==> config.mk <==
export PLATFORM = sky130hd
export DESIGN_NAME = pe_conv_ctrl
export DESIGN_NICKNAME = d
export VERILOG_FILES = /design/src/rtl/pe_pkg.sv /design/src/rtl/pe_tap_counter.sv /design/src/rtl/pe_conv_ctrl.sv
export SDC_FILE = /design/constraint.sdc
export NUM_CORES = 1
export LEC_CHECK = 0
export CORE_ASPECT_RATIO = 1.2
export CORE_MARGIN = 4
export CORE_UTILIZATION = 56
export CTS_CLUSTER_SIZE = 25
export DETAILED_ROUTE_END_ITERATION = 7
export GPL_ROUTABILITY_DRIVEN = 1
export PLACE_DENSITY = 0.81
export SLEW_MARGIN = 20
export SYNTH_ARGS = -nofsm -noshare
export SYNTH_HDL_FRONTEND = slang
export SYNTH_SLANG_ARGS = --single-unit
==> constraint.sdc <==
create_clock -name clk -period 3.3 [get_ports clk]
set_input_delay 0.495 -clock clk [delete_from_list [all_inputs] [get_ports clk]]
set_output_delay 0.495 -clock clk [all_outputs]
set_load 0.005 [all_outputs]
==> src/rtl/pe_pkg.sv <==
// Shared definitions for the 8x8x64 3x3-convolution PE array and its sequencer:
// op encodings, geometry, counter widths and the controller state type.
package pe_pkg;

    localparam int KTAPS      = 9;
    localparam int MAX_GROUPS = 16;
    localparam int GRP_W      = 4;
    localparam int WADDR_W    = 8;
    localparam int TAP_W      = 4;
    localparam int PE_LAT     = 1;
    localparam int DRAIN_W    = 4;

    localparam int DATA_W     = 8;
    localparam int WEIGHT_W   = 8;
    localparam int ACC_W      = 32;
    localparam int CHANNELS   = 64;
    localparam int TILE_DIM   = 8;

    localparam logic [1:0] PE_OP_LOAD = 2'b00;
    localparam logic [1:0] PE_OP_ACC  = 2'b01;

    // DRAIN counts down to zero, so it is loaded with one less than the PE latency.
    localparam logic [DRAIN_W-1:0] DRAIN_INIT = DRAIN_W'((PE_LAT > 0) ? PE_LAT - 1 : 0);

    typedef enum logic [1:0] {
        ST_IDLE,
        ST_RUN,
        ST_DRAIN,
        ST_OUTPUT
    } state_t;

    function automatic logic [GRP_W-1:0] last_group_of(input logic [GRP_W-1:0] groups);
        return (groups == '0) ? '0 : groups - GRP_W'(1);
    endfunction

endpackage

==> src/rtl/pe_tap_counter.sv <==
// Tap/group/weight-address counters for the convolution sequencer.
// Advances once per accepted PE beat and holds on the final beat of a job.
module pe_tap_counter
    import pe_pkg::*;
(
    input  logic               clk,
    input  logic               rst,
    input  logic               clear,
    input  logic               advance,
    input  logic [GRP_W-1:0]   last_group,
    output logic [TAP_W-1:0]   tap_idx,
    output logic [WADDR_W-1:0] weight_addr,
    output logic               first_beat,
    output logic               last_beat
);

    logic [GRP_W-1:0] group;
    logic             tap_end;

    assign tap_end    = (tap_idx == TAP_W'(KTAPS - 1));
    assign first_beat = (tap_idx == '0) && (group == '0);
    assign last_beat  = tap_end && (group == last_group);

    // The address is a plain running count, so no group*KTAPS multiply is needed.
    always_ff @(posedge clk or posedge rst) begin
        if (rst) begin
            tap_idx     <= '0;
            group       <= '0;
            weight_addr <= '0;
        end else if (clear) begin
            tap_idx     <= '0;
            group       <= '0;
            weight_addr <= '0;
        end else if (advance && !last_beat) begin
            weight_addr <= weight_addr + WADDR_W'(1);
            if (tap_end) begin
                tap_idx <= '0;
                group   <= group + GRP_W'(1);
            end else begin
                tap_idx <= tap_idx + TAP_W'(1);
            end
        end
    end

endmodule

==> src/rtl/pe_conv_ctrl.sv <==
// Convolution sequencer: steps 9 kernel taps over N channel groups, drives the PE,
// then presents the result via valid/ready. Optional counters: define PE_CTRL_PERF_EN.
module pe_conv_ctrl
    import pe_pkg::*;
(
    input  logic               clk,
    input  logic               rst,
    input  logic               start,
    input  logic [GRP_W-1:0]   cfg_groups,
    input  logic               data_stall,
    output logic               busy,
    output logic [TAP_W-1:0]   tap_idx,
    output logic [WADDR_W-1:0] weight_addr,
    output logic               pe_ena,
    output logic               pe_valid,
    output logic [1:0]         pe_op,
    output logic               out_valid,
    input  logic               out_ready,
    output logic               done
`ifdef PE_CTRL_PERF_EN
    ,
    output logic [31:0]        perf_busy_cycles,
    output logic [31:0]        perf_stall_cycles
`endif
);

    state_t               state;
    state_t               next_state;
    logic [GRP_W-1:0]     last_group;
    logic [DRAIN_W-1:0]   drain_cnt;
    logic                 accept;
    logic                 beat;
    logic                 first_beat;
    logic                 last_beat;

    assign accept = (state == ST_IDLE) && start;
    assign beat   = (state == ST_RUN) && !data_stall;

    pe_tap_counter u_tap_counter (
        .clk         (clk),
        .rst         (rst),
        .clear       (accept || done),
        .advance     (beat),
        .last_group  (last_group),
        .tap_idx     (tap_idx),
        .weight_addr (weight_addr),
        .first_beat  (first_beat),
        .last_beat   (last_beat)
    );

    always_ff @(posedge clk or posedge rst) begin
        if (rst) begin
            state      <= ST_IDLE;
            last_group <= '0;
            drain_cnt  <= '0;
        end else begin
            state <= next_state;
            if (accept) begin
                last_group <= last_group_of(cfg_groups);
            end
            if (beat && last_beat) begin
                drain_cnt <= DRAIN_INIT;
            end else if ((state == ST_DRAIN) && (drain_cnt != '0)) begin
                drain_cnt <= drain_cnt - DRAIN_W'(1);
            end
        end
    end

    always_comb begin
        next_state = state;
        busy       = 1'b0;
        pe_ena     = 1'b0;
        pe_valid   = 1'b0;
        pe_op      = PE_OP_LOAD;
        out_valid  = 1'b0;
        done       = 1'b0;
        case (state)
            ST_IDLE: begin
                if (start) begin
                    next_state = ST_RUN;
                end
            end
            ST_RUN: begin
                busy     = 1'b1;
                pe_ena   = 1'b1;
                pe_valid = !data_stall;
                pe_op    = first_beat ? PE_OP_LOAD : PE_OP_ACC;
                if (beat && last_beat) begin
                    next_state = (PE_LAT == 0) ? ST_OUTPUT : ST_DRAIN;
                end
            end
            ST_DRAIN: begin
                busy   = 1'b1;
                pe_ena = 1'b1;
                if (drain_cnt == '0) begin
                    next_state = ST_OUTPUT;
                end
            end
            ST_OUTPUT: begin
                // PE enable stays low here so the finished tile is frozen on data_out.
                busy      = 1'b1;
                out_valid = 1'b1;
                if (out_ready) begin
                    done       = 1'b1;
                    next_state = ST_IDLE;
                end
            end
            default: begin
                next_state = ST_IDLE;
            end
        endcase
    end

`ifdef PE_CTRL_PERF_EN
    always_ff @(posedge clk or posedge rst) begin
        if (rst) begin
            perf_busy_cycles  <= '0;
            perf_stall_cycles <= '0;
        end else if (accept) begin
            perf_busy_cycles  <= '0;
            perf_stall_cycles <= '0;
        end else begin
            if (busy && (perf_busy_cycles != '1)) begin
                perf_busy_cycles <= perf_busy_cycles + 32'd1;
            end
            if ((state == ST_RUN) && data_stall && (perf_stall_cycles != '1)) begin
                perf_stall_cycles <= perf_stall_cycles + 32'd1;
            end
        end
    end
`endif

endmodule

==> summary.txt <==
Power and ir drop
  • Worst VDD drop: 488 uV
  • PwrDens: 676 nW/um^2
  • Leak Pwr: around 0.8 nW

Cells and area
  • Fin area: 1840 um^2
  • Final non-filler cell total: roughly 220
  • Fill cell count: just under 200
  • Fin nets: around 210
  • Multi-input gate area: 816 um^2
  • Ant diodes: 0
  • Register area: 651 um^2
  • Share of layout cells above drive strength 1: 5.91%
  • Area delta synth->final: 19.3%

Job
  • Max cap viols: 0

Timing
  • Tcrit/Tclk final: approximately 75%
  • Sum Neg Setup Slack: 0 ns
  • Clk_skew: roughly 0.0027 ns
  • Final Hold Fails: 0
  • Worst slew margin: roughly 38%
  • Fmax: 404 MHz
  • Setup violators final: 0
  • RSZ-0062 raised after global routing: no
  • Final WS setup: between 0.8 and 0.9 ns
  • Final Critical Period: around 2.5 ns
  • Worst hold slack: 0.526 ns
  • Fin. max-slew vios: 0
  • Worst slew pin tran: roughly 0.93 ns

Routing
  • DRT iter0 DRCs: 21
  • Drt wl/cell: between 10 and 15 um
  • Drt first pass iters: 4
  • Vias/cell: 5.68
  • Vias: between 1000 and 1500
  • DRC: 0
  • DRT Wirelength: just over 3000 um
  • Post-route ant nets: 0

CTS
  • # resized after CTS: 0
  • Hold Buf Count CTS: 0
  • Clk pin slew, worst setup/hold paths: roughly 0.13 ns
  • CTS tree: yes
  • Clock buffer count from CTS: 3
  • Clock Tree Buf Depth: 2
  • Clk root buf: clkbuf_4
  • H-Tree Depth: 1
  • Post-CTS Setup Inserts: 0
  • Latest clock arrival within the worst-skew pair: 0.33 ns
  • Clock Sinks: 26

Yosys
  • Synth Instances: 161
  • Number of synthesized flops with an enable pin: 0
  • Seq cells post-synth: 26
  • Post-Syn Nets: approximately 180
  • Most area-consuming cells after synthesis: dfrtp_1, ha_1, nor2_1
  • Netlist cell types: 40
  • Top_reg_cell synth: dfrtp_1
  • Mapped cell area: 1550 um^2
  • Synth top area share: between 40% and 50%
  • Cell taking the most area after synthesis: dfrtp_1
  • Ys async rst share: 100%
  • Synth Warn #: 0
  • Mean Syn Cell Area: 9.60 um^2
  • Seq/Total Area, Yosys: between 40% and 50%

Die
  • Die ar.: 3670 um^2
  • Initial Util: roughly three fifths
  • Core area: roughly 2600 um^2
  • Die W: 56.0 um
  • IO Count: 28
  • Row count: 20
  • Die height: 65.5 um

Critical path
  • Largest stage delay on the critical path: 0.46 ns
  • R2r setup slk: ~1.3 ns
  • Crit Path Max Fanout: 5
  • Critical Path RT: between 2 and 3 ns
  • CP max stage cell: dfrtp_1
  • CP arrival: 1.98 ns
  • CP Capture Type: primary output
  • WS Path Type: flip-flop to primary output
  • Worst-path cell chain: inv_1 > ha_1 > nand2b_1 > nor4_1 > nor2_1 > clkdlybuf4s50_1
  • Worst setup SP type: flip-flop

Place
  • DP Worst Slack: a little over 1 ns
  • PortBufs: 26
  • Placed Cells incl. Taps: ~220
  • Dpl cell area: approximately 1800 um^2
  • DP HPWL: 2370 um
  • Routability cong.: approximately 0.79

Global route
  • Initial antenna violation count: 0
  • Largest net degree at the start of global routing: 27
  • First-pass GRT wire length: about 5400 um
  • Vias in the first global route: 1259
  • All-layer global routing usage: 18.4%
  • Total grt overflow: 0

Run status
  • Status: complete, no violations

Min path
  • Hold crit path type: flip-flop to flip-flop
cell families (layout without fill, tap and decap cells):
group	Yosys count	after routing	synth area share (%)
other cells	1	1	0.243
compound gates	30	30	13.8
simple gates	58	58	19.8
xor+xnor	13	13	7.37
mux	4	4	2.67
flops	26	26	42.1
buf+inv	18	43	5.10
fa+ha+maj	11	11	8.91
where the power goes:
part           switching, W  total, W  internal, W
combinational      0.000325  0.000620     0.000295
clock             0.0000940  0.000137    0.0000429
sequential        0.0000843  0.000489     0.000404
total              0.000503   0.00125     0.000742
placed cells by master (no fill, tap or decap), types with 2 or more instances in the layout:
cell / instances
and3_1: 2
or3_1: 3
nor2_1: 20
inv_1: 12
mux2i_1: 3
nand2_1: 9
xor2_1: 5
nand3_1: 7
clkbuf_4: 3
nor4_1: 3
nor3_1: 3
dfrtp_1: 26
o21ai_1: 3
a21oi_1: 10
xnor2_1: 8
clkdlybuf4s50_1: 26
o31ai_1: 2
o21ai_0: 4
nand2b_1: 4
o211ai_1: 3
ha_1: 11
layout make-up:
cell class	instances	area share, %
multi-input combinational	117	44.3
sequential	26	35.3
timing repair buffer	26	14.1
inverter	14	2.85
tap	33	2.24
clock buffer	3	1.22
through the flow:
stage | total power [W] | utilization, %
2_1_floorplan | 0.000912 | -
3_3_place_gp | 0.00109 | 70.6
3_5_place_dp | 0.00112 | 70.6
4_1_cts | 0.00126 | 71.5
5_1_grt | 0.00135 | 71.5
6_report | 0.00125 | 71.5
Yosys cell counts, types with 4 or more instances:
master and count:
a21oi_1 10, dfrtp_1 26, ha_1 11, inv_1 13
nand2_1 9, nand2b_1 4, nand3_1 7, nor2_1 20
o21ai_0 4, xnor2_1 8, xor2_1 5
registers in the layout (all words and copies together) (netlist names):
| register | flops |
|---|---|
| drain_cnt | 4 |
| last_group | 4 |
| state | 2 |
| u_tap_counter.group | 4 |
| u_tap_counter.tap_idx | 4 |
| u_tap_counter.weight_addr | 8 |
routing by layer:
metal  track usage (%)  routed length, um
met3              1.96                105
met5                 0                  0
met1              20.8               1250
met4              8.01                 56
met2              35.1               1680
worst max-delay path: cells and delay by family, from the launching register on:
family                   cells  cell delay, ns
adder cells (fa/ha/maj)      1            0.22
buffers and inverters        2            0.55
flip-flops                   1            0.46
AND/OR/NAND/NOR              3            0.43
path summary, 6_finish.rpt:
path,cells past startpoint,from,end
max,6,u_tap_counter.tap_idx[0],pe_op[0]
min,1,last_group[2],last_group[2]
max reg2reg,5,u_tap_counter.group[0],state[1]
min reg2reg,1,last_group[2],last_group[2]
max in group asynchronous,2,rst,state[1]
min in group asynchronous,2,rst,drain_cnt[0]
Power figures use the tool's default switching activity.
